**config.mk**
```make
export PLATFORM = sky130hd
export DESIGN_NAME = ram_access_arbiter
export DESIGN_NICKNAME = d
export VERILOG_FILES = /design/src/rtl/ram_access_arbiter.sv
export SDC_FILE = /design/constraint.sdc
export NUM_CORES = 1
export LEC_CHECK = 0
export ABC_AREA = 1
export CAP_MARGIN = 10
export CORE_MARGIN = 1.5
export CORE_UTILIZATION = 47
export DETAILED_ROUTE_END_ITERATION = 12
export PLACE_DENSITY = 0.81
export RECOVER_POWER = 50
export SYNTH_ARGS = -nofsm -noshare
export SYNTH_HDL_FRONTEND = slang
export SYNTH_SLANG_ARGS = --single-unit
```
**constraint.sdc**
```tcl
create_clock -name clk -period 3 [get_ports clk]
set_clock_uncertainty 0.05 [all_clocks]
set_input_delay 0.3 -clock clk [delete_from_list [all_inputs] [get_ports clk]]
set_output_delay 0.3 -clock clk [all_outputs]
set_load 0.005 [all_outputs]
```
**src/rtl/ram_access_arbiter.sv**
```systemverilog
// Round-robin arbiter between the fetch (I) and load/store (D) ports that owns the
// MFA/MFC handshake of the 256x32 RAM, including opcode/alignment checks and an MFC watchdog.
module ram_access_arbiter #(
    parameter int         TIMEOUT  = 16,
    parameter logic [5:0] FETCH_OP = 6'h08
) (
    input  logic        clk,
    input  logic        rst_n,
    input  logic        i_req,
    input  logic [7:0]  i_addr,
    output logic        i_ack,
    output logic [31:0] i_rdata,
    output logic        i_err,
    input  logic        d_req,
    input  logic [5:0]  d_op,
    input  logic [7:0]  d_addr,
    input  logic [31:0] d_wdata,
    output logic        d_ack,
    output logic [31:0] d_rdata,
    output logic        d_err,
    output logic        mem_MFA,
    output logic [5:0]  mem_opcode,
    output logic [7:0]  mem_addr,
    output logic [31:0] mem_data_in,
    input  logic        mem_MFC,
    input  logic [31:0] mem_data_out,
    output logic        busy,
    output logic        fault
);
    typedef enum logic [2:0] {IDLE, CHECK, SETUP, ACCESS, RELEASE, ERR} state_t;

    localparam int              CNT_W   = (TIMEOUT > 1) ? $clog2(TIMEOUT) : 1;
    localparam logic [CNT_W-1:0] WD_LAST = CNT_W'(TIMEOUT - 1);

    state_t            state;
    logic              mfc_meta, mfc_s;
    logic              sel_d, last_d, grant_d;
    logic [5:0]        lat_op;
    logic [7:0]        lat_addr;
    logic [31:0]       lat_wdata;
    logic [CNT_W-1:0]  wd_cnt;
    logic              fin, fin_err;
    logic [31:0]       fin_data;

    function automatic logic op_legal(input logic [5:0] op);
        case (op)
            6'h01, 6'h09, 6'h02, 6'h0a, 6'h08, 6'h05, 6'h06, 6'h04: return 1'b1;
            default: return 1'b0;
        endcase
    endfunction

    function automatic logic op_is_load(input logic [5:0] op);
        case (op)
            6'h01, 6'h09, 6'h02, 6'h0a, 6'h08: return 1'b1;
            default: return 1'b0;
        endcase
    endfunction

    function automatic logic misaligned(input logic [5:0] op, input logic [7:0] addr);
        case (op)
            6'h02, 6'h0a, 6'h06: return addr[0];
            6'h08, 6'h04:        return addr[1:0] != 2'b00;
            default:             return 1'b0;
        endcase
    endfunction

    // D wins a tie unless it was the last port served; last_d resets low so D goes first.
    assign grant_d = d_req && (!i_req || !last_d);
    assign busy    = (state != IDLE);

    always_ff @(posedge clk or negedge rst_n) begin
        if (!rst_n) begin
            mfc_meta <= 1'b0;
            mfc_s    <= 1'b0;
        end else begin
            mfc_meta <= mem_MFC;
            mfc_s    <= mfc_meta;
        end
    end

    // Request fields are datapath only; they are always rewritten before CHECK reads them.
    always_ff @(posedge clk) begin
        if (state == IDLE && (i_req || d_req)) begin
            lat_op    <= grant_d ? d_op    : FETCH_OP;
            lat_addr  <= grant_d ? d_addr  : i_addr;
            lat_wdata <= grant_d ? d_wdata : 32'h0;
        end
    end

    // Completion decode: a CHECK rejection or an ACCESS exit produces the next cycle's ack.
    always_comb begin
        fin      = 1'b0;
        fin_err  = 1'b0;
        fin_data = 32'h0;
        case (state)
            CHECK: begin
                if (!op_legal(lat_op) || misaligned(lat_op, lat_addr)) begin
                    fin     = 1'b1;
                    fin_err = 1'b1;
                end
            end
            ACCESS: begin
                if (mfc_s) begin
                    fin      = 1'b1;
                    fin_data = op_is_load(lat_op) ? mem_data_out : 32'h0;
                end else if (wd_cnt == WD_LAST) begin
                    fin     = 1'b1;
                    fin_err = 1'b1;
                end
            end
            default: ;
        endcase
    end

    always_ff @(posedge clk or negedge rst_n) begin
        if (!rst_n) begin
            state       <= IDLE;
            sel_d       <= 1'b0;
            last_d      <= 1'b0;
            wd_cnt      <= '0;
            mem_MFA     <= 1'b0;
            mem_opcode  <= 6'h0;
            mem_addr    <= 8'h0;
            mem_data_in <= 32'h0;
            i_ack       <= 1'b0;
            i_err       <= 1'b0;
            i_rdata     <= 32'h0;
            d_ack       <= 1'b0;
            d_err       <= 1'b0;
            d_rdata     <= 32'h0;
            fault       <= 1'b0;
        end else begin
            i_ack <= fin && !sel_d;
            d_ack <= fin && sel_d;
            if (fin) begin
                if (sel_d) begin
                    d_err   <= fin_err;
                    d_rdata <= fin_data;
                end else begin
                    i_err   <= fin_err;
                    i_rdata <= fin_data;
                end
            end

            case (state)
                IDLE: begin
                    if (i_req || d_req) begin
                        sel_d  <= grant_d;
                        last_d <= grant_d;
                        state  <= CHECK;
                    end
                end
                CHECK: begin
                    if (fin) begin
                        state <= ERR;
                    end else begin
                        mem_opcode  <= lat_op;
                        mem_addr    <= lat_addr;
                        mem_data_in <= lat_wdata;
                        state       <= SETUP;
                    end
                end
                SETUP: begin
                    mem_MFA <= 1'b1;
                    wd_cnt  <= '0;
                    state   <= ACCESS;
                end
                ACCESS: begin
                    if (fin) begin
                        mem_MFA <= 1'b0;
                        wd_cnt  <= '0;
                        state   <= RELEASE;
                    end else begin
                        wd_cnt <= wd_cnt + 1'b1;
                    end
                end
                RELEASE: begin
                    // A RAM that never drops MFC is unrecoverable without reset.
                    if (!mfc_s) begin
                        state <= IDLE;
                    end else if (wd_cnt == WD_LAST) begin
                        fault <= 1'b1;
                        state <= IDLE;
                    end else begin
                        wd_cnt <= wd_cnt + 1'b1;
                    end
                end
                ERR:     state <= IDLE;
                default: state <= IDLE;
            endcase
        end
    end
endmodule
```
==> out/results.txt, run 1 <==
outcome - complete, but fails checks
failing checks - max-capacitance violations, max-slew violations
area delta synth->final - 40.7%
GP Congestion - 0.845
final wirelength - 15,600 um
share of cells above drive strength 1 - 5.88%
Clock Sinks - 173
post-place setup slack - 711 ps
Crit Path Category - reg2reg
CTS H-tree depth - 4
Resize count post-CTS - 0
Slew HR - -17.3%
CP Max Fanout - 31
largest net degree at the start of global routing - 92
critical path arrival - 2540 ps
Hold EP - mfc_s
Post-Syn Instances - 704
hpwl dp - 10,900 um
CTS Buf Count - 17
Hold Path Depth - 0
final non-filler cell area - 9740 um2
number of max-cap violations - 1
via count - 5,447
TNS Setup - 0 ps
fmax - 404 MHz
Worst Path Required - 3070 ps
number of synthesized register bits - 173
RSZ-0062 raised after global routing - false
part of the power in registers - 41.6%
slew of the pin with the lowest slew margin - 1760 ps
worst path bufs/invs - 1
nets@finish - 999
Clk Tree Root Cell - clkbuf_16
Die ar. - 15,500 um2
multiplexer share of the synthesized area - 0%
FF-to-FF Start - last_d
row cnt - 44
initial antenna violation count - 0
post-route ant nets - 0
clock tree from TritonCTS - built
Int Power - 5960 uW
Seq/Total Area, Yosys - 65.8%
global-route wire length before repair - 25,700 um
CP max-delay cell - clkbuf_1
vias in the first global route - 5,158
crit path capture type - flop
placed insts - 1,070
XOR/XNOR Fraction of Synth Area - 0.253%
min-delay src - mfc_meta
Crit path max-delay family - buffers and inverters
Reg2Reg Depth - 4
CP startpoint kind - flop
Synth top area share - 45.5%
vias per inst - 4.94
Clock power frac - 24.5%
wire length per cell - 14.2 um
port bufs - 207
syn nets - 797
clock buffer depth - 2
leading cell types by total area after synthesis - dfrtp_1 46%, edfxtp_1 20%, nand2_1 9.6%
sw frac - 31.9%
area of the core - 14,500 um2
Die Ht - 124 um
dominant cell type by area after synthesis - dfrtp_1
CP dominant cell by count - nand2_1
Ys Warns - 0
ant diodes - 0
worst-path cell chain - nand2_1 -> nand2_1 -> clkbuf_1 -> nor2_1
leakage - 0.00458 uW
most used cells in the layout excluding fill and tap cells - 175 x nand2_1, 143 x clkdlybuf4s50_1, 126 x dfrtp_1
final-report setup violation count - 0
pwr dens - 899 nW/um2
synth unique cells - 28
compound-cell area share of the yosys netlist - 8.75%
Boundary Pins - 208
Simple-Gate Fraction of Synth Area - 16.4%
worst reg-to-reg setup slack - 530 ps
Die W - 124 um
post-route insts no fill - 1,103
TritonRoute pass-1 iters - 5
worst r2r dst - lat_wdata[18]
Initial Util - 47.8%
Post-DP Area - 9150 um2
peak supply drop - 470 uV
Post-Synthesis Cell Area - 6920 um2
min-delay worst type - reg2reg
P_sw - 2800 uW
Avg Inst Size Synth - 9.83 um2
part of the power in combinational logic - 33.9%
Adder-Cell Fraction of Synth Area - 0.361%
final core occ - 67.3%
Final Max Slew Viols - 69
Final Worst Setup Slack - 528 ps
GRT Overall Usage - 21.1%
DRC Markers - 0
period utilisation layout - 82.4%
Clock Pin Slew Worst Setup and Hold Paths - 70 ps
Overflow after GRT - 0
crit path time final - 2470 ps
most common cell after layout, fill and taps aside - nand2_1
number of DRC markers in iteration 0 - 397
largest family of logic cells by synthesized area - simple AND/OR/NAND/NOR gates
Final Hold Viols - 0
CP max stage delay - 1070 ps
Worst-Skew Late Latency - 420 ps
==> registers in the layout, indices dropped and copies added, names as in the netlist, named ones only <==
| signal | flops |
|---|---|
| d_rdata | 32 |
| i_rdata | 32 |
| lat_wdata | 32 |
| mem_data_in | 32 |
| lat_addr | 8 |
| mem_addr | 8 |
| lat_op | 6 |
| mem_opcode | 6 |
| wd_cnt | 4 |
| state | 3 |
| d_ack | 1 |
| d_err | 1 |
| fault | 1 |
| i_ack | 1 |
| i_err | 1 |
| last_d | 1 |
| mem_MFA | 1 |
| mfc_meta | 1 |
| mfc_s | 1 |
==> synth_stat cells, drive strengths merged <==
cell / count
nand2: 178
o21ai: 116
clkbuf: 6
clkinv: 1
nand3: 42
nor2: 50
inv: 94
a31o: 1
dfrtp: 126
or2: 2
dfxtp: 1
and3: 2
ha: 2
edfxtp: 46
a211oi: 1
xor2: 2
nor3: 5
buf: 29
==> cell families (layout without fill, tap and decap cells) <==
logic type / count (synthesis) / count (layout)
buf+inv: 130 / 345
simple gates: 279 / 279
compound gates: 118 / 118
xor+xnor: 2 / 2
fa+ha+maj: 2 / 2
flops: 173 / 173
==> through the flow <==
stage	total power [uW]	hold WS (ps)
floorplan	5130	-45.6
global placement	6670	285
detailed placement	6780	287
CTS	8950	247
global route	9330	318
finish	8760	298
==> power groups by stage <==
stage | clock, uW | sequential [uW] | combinational [uW]
finish | 2150 | 3640 | 2970
detailed placement | 0 | 3690 | 3090
CTS | 2190 | 3660 | 3110
global placement | 0 | 3660 | 3020
global route | 2300 | 3740 | 3300
floorplan | 0 | 3680 | 1450
==> worst reg2reg max path, delay by kind of cell (launching register included) <==
family,cells,cell delay (ps)
DFF,1,390
and+or+nand+nor,3,650
buffers and inverters,1,1080
==> layout make-up <==
class	instances	area, um2
clock buffer	25	549
clock inverter	7	46.3
fill	1110	4740
inverter	95	357
multi-input combinational	401	1810
sequential	173	4550
tap	184	230
timing repair buffer	218	2200
==> worst max path at each step <==
stage | start | endpoint | slack (ps) | cells after the start
floorplan | state[0] | flop | 830 | 8
global placement | d_req | flop | 810 | 7
detailed placement | wd_cnt[0] | d_rdata[30] | 710 | 7
CTS | wd_cnt[0] | d_rdata[30] | 700 | 7
global route | last_d | lat_wdata[31] | 300 | 4
finish | last_d | lat_wdata[18] | 530 | 4
==> what timing repair did <==
| item | in CTS | in global routing |
|---|---|---|
| hold buffers | 1 | 0 |
| hold endpoints to repair | 67 | 0 |
| buffers inserted | 0 | 0 |
==> per-layer routing <==
layer  global-route usage (%)  up-vias  part of all wire (%)
li1                         -     2648                     -
met1                     26.1     2553                    42
met2                     33.6      206                    47
met3                     6.40       40                   7.4
met4                     10.8        0                   3.7
met5                        0        -                     0
Power figures use the tool's default switching activity.
==> run 2: changes to the inputs <==
clock period = 2.5 ns   (was 3 ns; I/O delays follow)
==> run 2 against run 1 <==
Compared with the run above: critical path type unchanged; design area shrank 0.41%; the run now ends clean; core utilization shrank 0.28 points; sequential share of layout area grew 0.19 points; combinational power grew 21%; flip-flop and latch count is the same.
==> out/results.txt, run 2 (synthesis results as in run 1) <==
outcome - completed
sw frac - 32.0%
number of DRC markers in iteration 0 - 432
Die W - 124 um
Crit Path Category - reg2reg
Final Hold Viols - 0
RSZ-0062 raised after global routing - false
slew of the pin with the lowest slew margin - 1140 ps
Clock power frac - 24.0%
final non-filler cell area - 9700 um2
nets@finish - 1,002
hpwl dp - 11,000 um
initial antenna violation count - 0
fmax - 459 MHz
largest net degree at the start of global routing - 67
Worst-Skew Late Latency - 420 ps
CTS Buf Count - 17
CP Max Fanout - 50
GRT Overall Usage - 21.6%
CP max-delay cell - dfrtp_1
Overflow after GRT - 0
CP startpoint kind - flop
ant diodes - 0
DRC Markers - 0
row cnt - 44
Clk Tree Root Cell - clkbuf_16
post-route ant nets - 0
crit path capture type - flop
Clock Pin Slew Worst Setup and Hold Paths - 60 ps
pwr dens - 1080 nW/um2
Clock Sinks - 173
worst-path cell chain - ha_1 -> and3_1 -> o21ai_2 -> nand3_2 -> buf_12 -> buf_4 -> nand2_1 -> o21ai_1
part of the power in registers - 41.7%
critical path arrival - 2430 ps
final-report setup violation count - 0
share of cells above drive strength 1 - 5.75%
crit path time final - 2180 ps
most used cells in the layout excluding fill and tap cells - 175 x nand2_1, 134 x clkdlybuf4s50_1, 126 x dfrtp_1
leakage - 0.00460 uW
clock tree from TritonCTS - built
CTS H-tree depth - 4
# Post-CTS Setup Buffers - 0
peak supply drop - 507 uV
area of the core - 14,500 um2
min-delay worst type - reg2reg
Boundary Pins - 208
final wirelength - 16,000 um
Die ar. - 15,500 um2
worst path bufs/invs - 2
vias in the first global route - 5,252
TritonRoute pass-1 iters - 5
period utilisation layout - 87.1%
CP max stage delay - 410 ps
Crit path max-delay family - simple AND/OR/NAND/NOR gates
Worst Path Required - 2750 ps
TNS Setup - 0 ps
via count - 5,405
Int Power - 7120 uW
number of max-cap violations - 0
vias per inst - 4.89
Final Max Slew Viols - 0
final core occ - 67.0%
wire length per cell - 14.4 um
port bufs - 207
P_sw - 3360 uW
GP Congestion - 0.861
most common cell after layout, fill and taps aside - nand2_1
hold_ws - 301 ps
Die Ht - 124 um
Initial Util - 47.8%
clock buffer depth - 2
Resize count post-CTS - 0
Post-DP Area - 9180 um2
part of the power in combinational logic - 34.3%
global-route wire length before repair - 26,400 um
Slew HR - 24.3%
area delta synth->final - 40.2%
fillcell total - 1,131
==> run 2: cell types whose count changed in the layout (fill, tap and decap cells not counted), sizes merged <==
cell / delta
clkinv: -1
clkdlybuf4s50: -9
clkbuf: -1
bufinv: +2
dlygate4sd3: +9
buf: +2
==> run 2: cell type report <==
class / count / area (um2) / area share, %
clock buffers: 23 / 458 / 4.72
clock inverters: 8 / 93.8 / 0.967
inverters: 95 / 357 / 3.68
multi-input cells: 401 / 1800 / 18.6
flip-flops and latches: 173 / 4550 / 46.9
well taps: 184 / 230 / 2.37
repair buffers: 221 / 2210 / 22.7
==> run 2: through the flow <==
stage               worst slack, ps  total power (uW)  std cells
floorplan                       334              6160        704
global placement                450              8040       1073
detailed placement              353              8180       1073
CTS                             307             10700       1105
global route                    117             11200       1105
finish                          323             10500       1105
==> run 2: power groups by stage <==
stage / Clock (uW) / Sequential (uW) / Combinational [uW]
global route: 2680 / 4480 / 3990
detailed placement: 0 / 4430 / 3750
CTS: 2560 / 4400 / 3790
finish: 2510 / 4370 / 3590
global placement: 0 / 4390 / 3650
floorplan: 0 / 4420 / 1740
==> run 2: final timing paths <==
kind                            from              end  slack [ps]  cells after the start
max                        wd_cnt[0]  mem_data_in[21]         320                      8
min                         mfc_meta            mfc_s         300                      0
max reg2reg                wd_cnt[0]  mem_data_in[21]         320                      8
min reg2reg                 mfc_meta            mfc_s         300                      0
max in group asynchronous      rst_n    mem_opcode[3]         470                      3
min in group asynchronous      rst_n      d_rdata[16]         540                      2
==> run 2: metal layers <==
layer  vias up  routed length, um  track usage, %
li1       2656                  -               -
met1      2497               6700            27.1
met2       221               7810            35.3
met3        31               1090            6.19
met4         0                355            8.52
met5         -                  0               0
==> run 2: what timing repair did <==
item | 4_1_cts | 5_1_grt
hold buffers | 1 | 0
hold endpoints to repair | 45 | 0
setup endpoints to repair | 0 | 0
==> patch, RTL diff (settings of run 1) <==
Re-encode `state_t` (6 states) as one-hot, 6 bits wide.
--- a/src/rtl/ram_access_arbiter.sv
+++ b/src/rtl/ram_access_arbiter.sv
@@ -27,7 +27,7 @@
     output logic        busy,
     output logic        fault
 );
-    typedef enum logic [2:0] {IDLE, CHECK, SETUP, ACCESS, RELEASE, ERR} state_t;
+    typedef enum logic [5:0] {IDLE = 6'b000001, CHECK = 6'b000010, SETUP = 6'b000100, ACCESS = 6'b001000, RELEASE = 6'b010000, ERR = 6'b100000} state_t;
 
     localparam int              CNT_W   = (TIMEOUT > 1) ? $clog2(TIMEOUT) : 1;
     localparam logic [CNT_W-1:0] WD_LAST = CNT_W'(TIMEOUT - 1);
Behaviour: same outputs for any inputs over 4 cycles, from zero or initial values and one cycle with rst_n low; so few cycles prove little.
==> patch against run 1 <==
The run still ends with capacitance limit, slew limit left; total power rose by 5.4%; sequential cell count rose by 3; cell area rose by 1.5%; wire length rose by 5.8%; count of clock-buffer cells in the layout fell by 4; worst setup slack got worse by 8.5 ps; area after synthesis rose by 3.5%; largest cell class unchanged; critical path type unchanged; synthesized cell count rose by 4.0%.
==> patch: results (changes against run 1) <==
worst reg-to-reg path cell count 9 (+5); fraction of final layout cells with drive strength greater than 1 8.67% (+2.8 points); number of global-route vias before repair 5413 (+4.9%); maximum number of pins on one net before global-route repair 70 (-24%); Top FF cell, synth dfrtp_1; peak ir drop on the vdd network 0.000569 V (+21%); number of standard cells in the layout, taps in and fillers out 1130 (+2.4%); failing checks capacitance limit, slew limit; post-place instance area 0.00935 mm2 (+2.1%); total length of routed met3 wires 1.59 mm (+38%); Hold Worst Slack 299 ps (+0.894 ps); number of max-capacitance violations reported 1 (unchanged); grt met1 use 28.1% (+2.0 points); Setup Slack @ Placement 804 ps (+93.2 ps); number of DRC violations after detailed-routing iteration 0 305 (-23%); hpwl dp 11.1 mm (+1.9%); run status complete, but fails checks; global-route wire length before repair 26.9 mm (+4.7%); share of async-settable or async-resettable flops after synthesis 73.3% (+0.46 points); DR WL/cell 14.6 um (+3.2%); Worst path top cell family by delay simple AND/OR/NAND/NOR gates; leak pwr 4.71 nW (+2.9%); net total in the final layout 1026 (+2.7%); met3 track utilization from global routing 5.86% (-0.54 points); combinational cell power 3.19 mW (+7.4%); Synthesized Nets 825 (+3.5%); weighted congestion reported at the end of routability-driven placement 0.837 (-1.0%); capturing element of the worst setup path i_rdata[8]; pin slew with the least headroom to its limit 1590 ps (-174 ps); met2 wire len 7.88 mm (+6.8%); slowest cell delay on critical path 520 ps (-550 ps); distinct cell type count of the synthesized netlist 31 (+11%); Pins Over Slew Limit 61 (-12%); Fillers 1140 (+2.7%); total routing resource utilization after global routing 21.6% (+0.50 points); highest-delay cell along the critical path o21ai_0; routed via count divided by cell count 4.92 (-0.47%); critical-path maximum fanout 46 (+48%); post-synthesis instance total 732 (+4.0%); sequential fraction of the synthesis area 64.6% (-1.2 points)
==> patch: cell count changes in the layout (fill, tap and decap cells not counted), moves of 3 or more <==
cell	change
dlygate4sd3_1	-5
clkbuf_16	-3
o21ai_2	+25
clkinv_4	+3
clkdlybuf4s50_1	+5
inv_2	+3
o21ai_1	-37
nand2_1	+83
inv_1	-24
o21ai_0	-27
==> patch: kinds of logic after synthesis <==
family	after synthesis	share of synthesized area, %
adder cells (fa/ha/maj)	2	0.349
buffers and inverters	107	7.05
AND/OR/NAND/NOR	366	20.7
flip-flops	176	64.6
AO/OA/AOI/OAI	81	7.26
==> patch: cell type report <==
cell class              instances  area (um2)  area share [%]
clock inverters                11        83.8           0.847
well taps                     184         230            2.33
flip-flops and latches        176        4630            46.8
repair buffers                216        2170            22.0
clock buffers                  21         470            4.76
multi-input cells             449        2030            20.5
inverters                      73         274            2.77
==> patch: repair_timing <==
item | CTS | global route
setup endpoints to repair | 0 | 0
hold buffers | 1 | 0
setup buffers | 0 | 0
endpoints found under the hold margin | 60 | 0
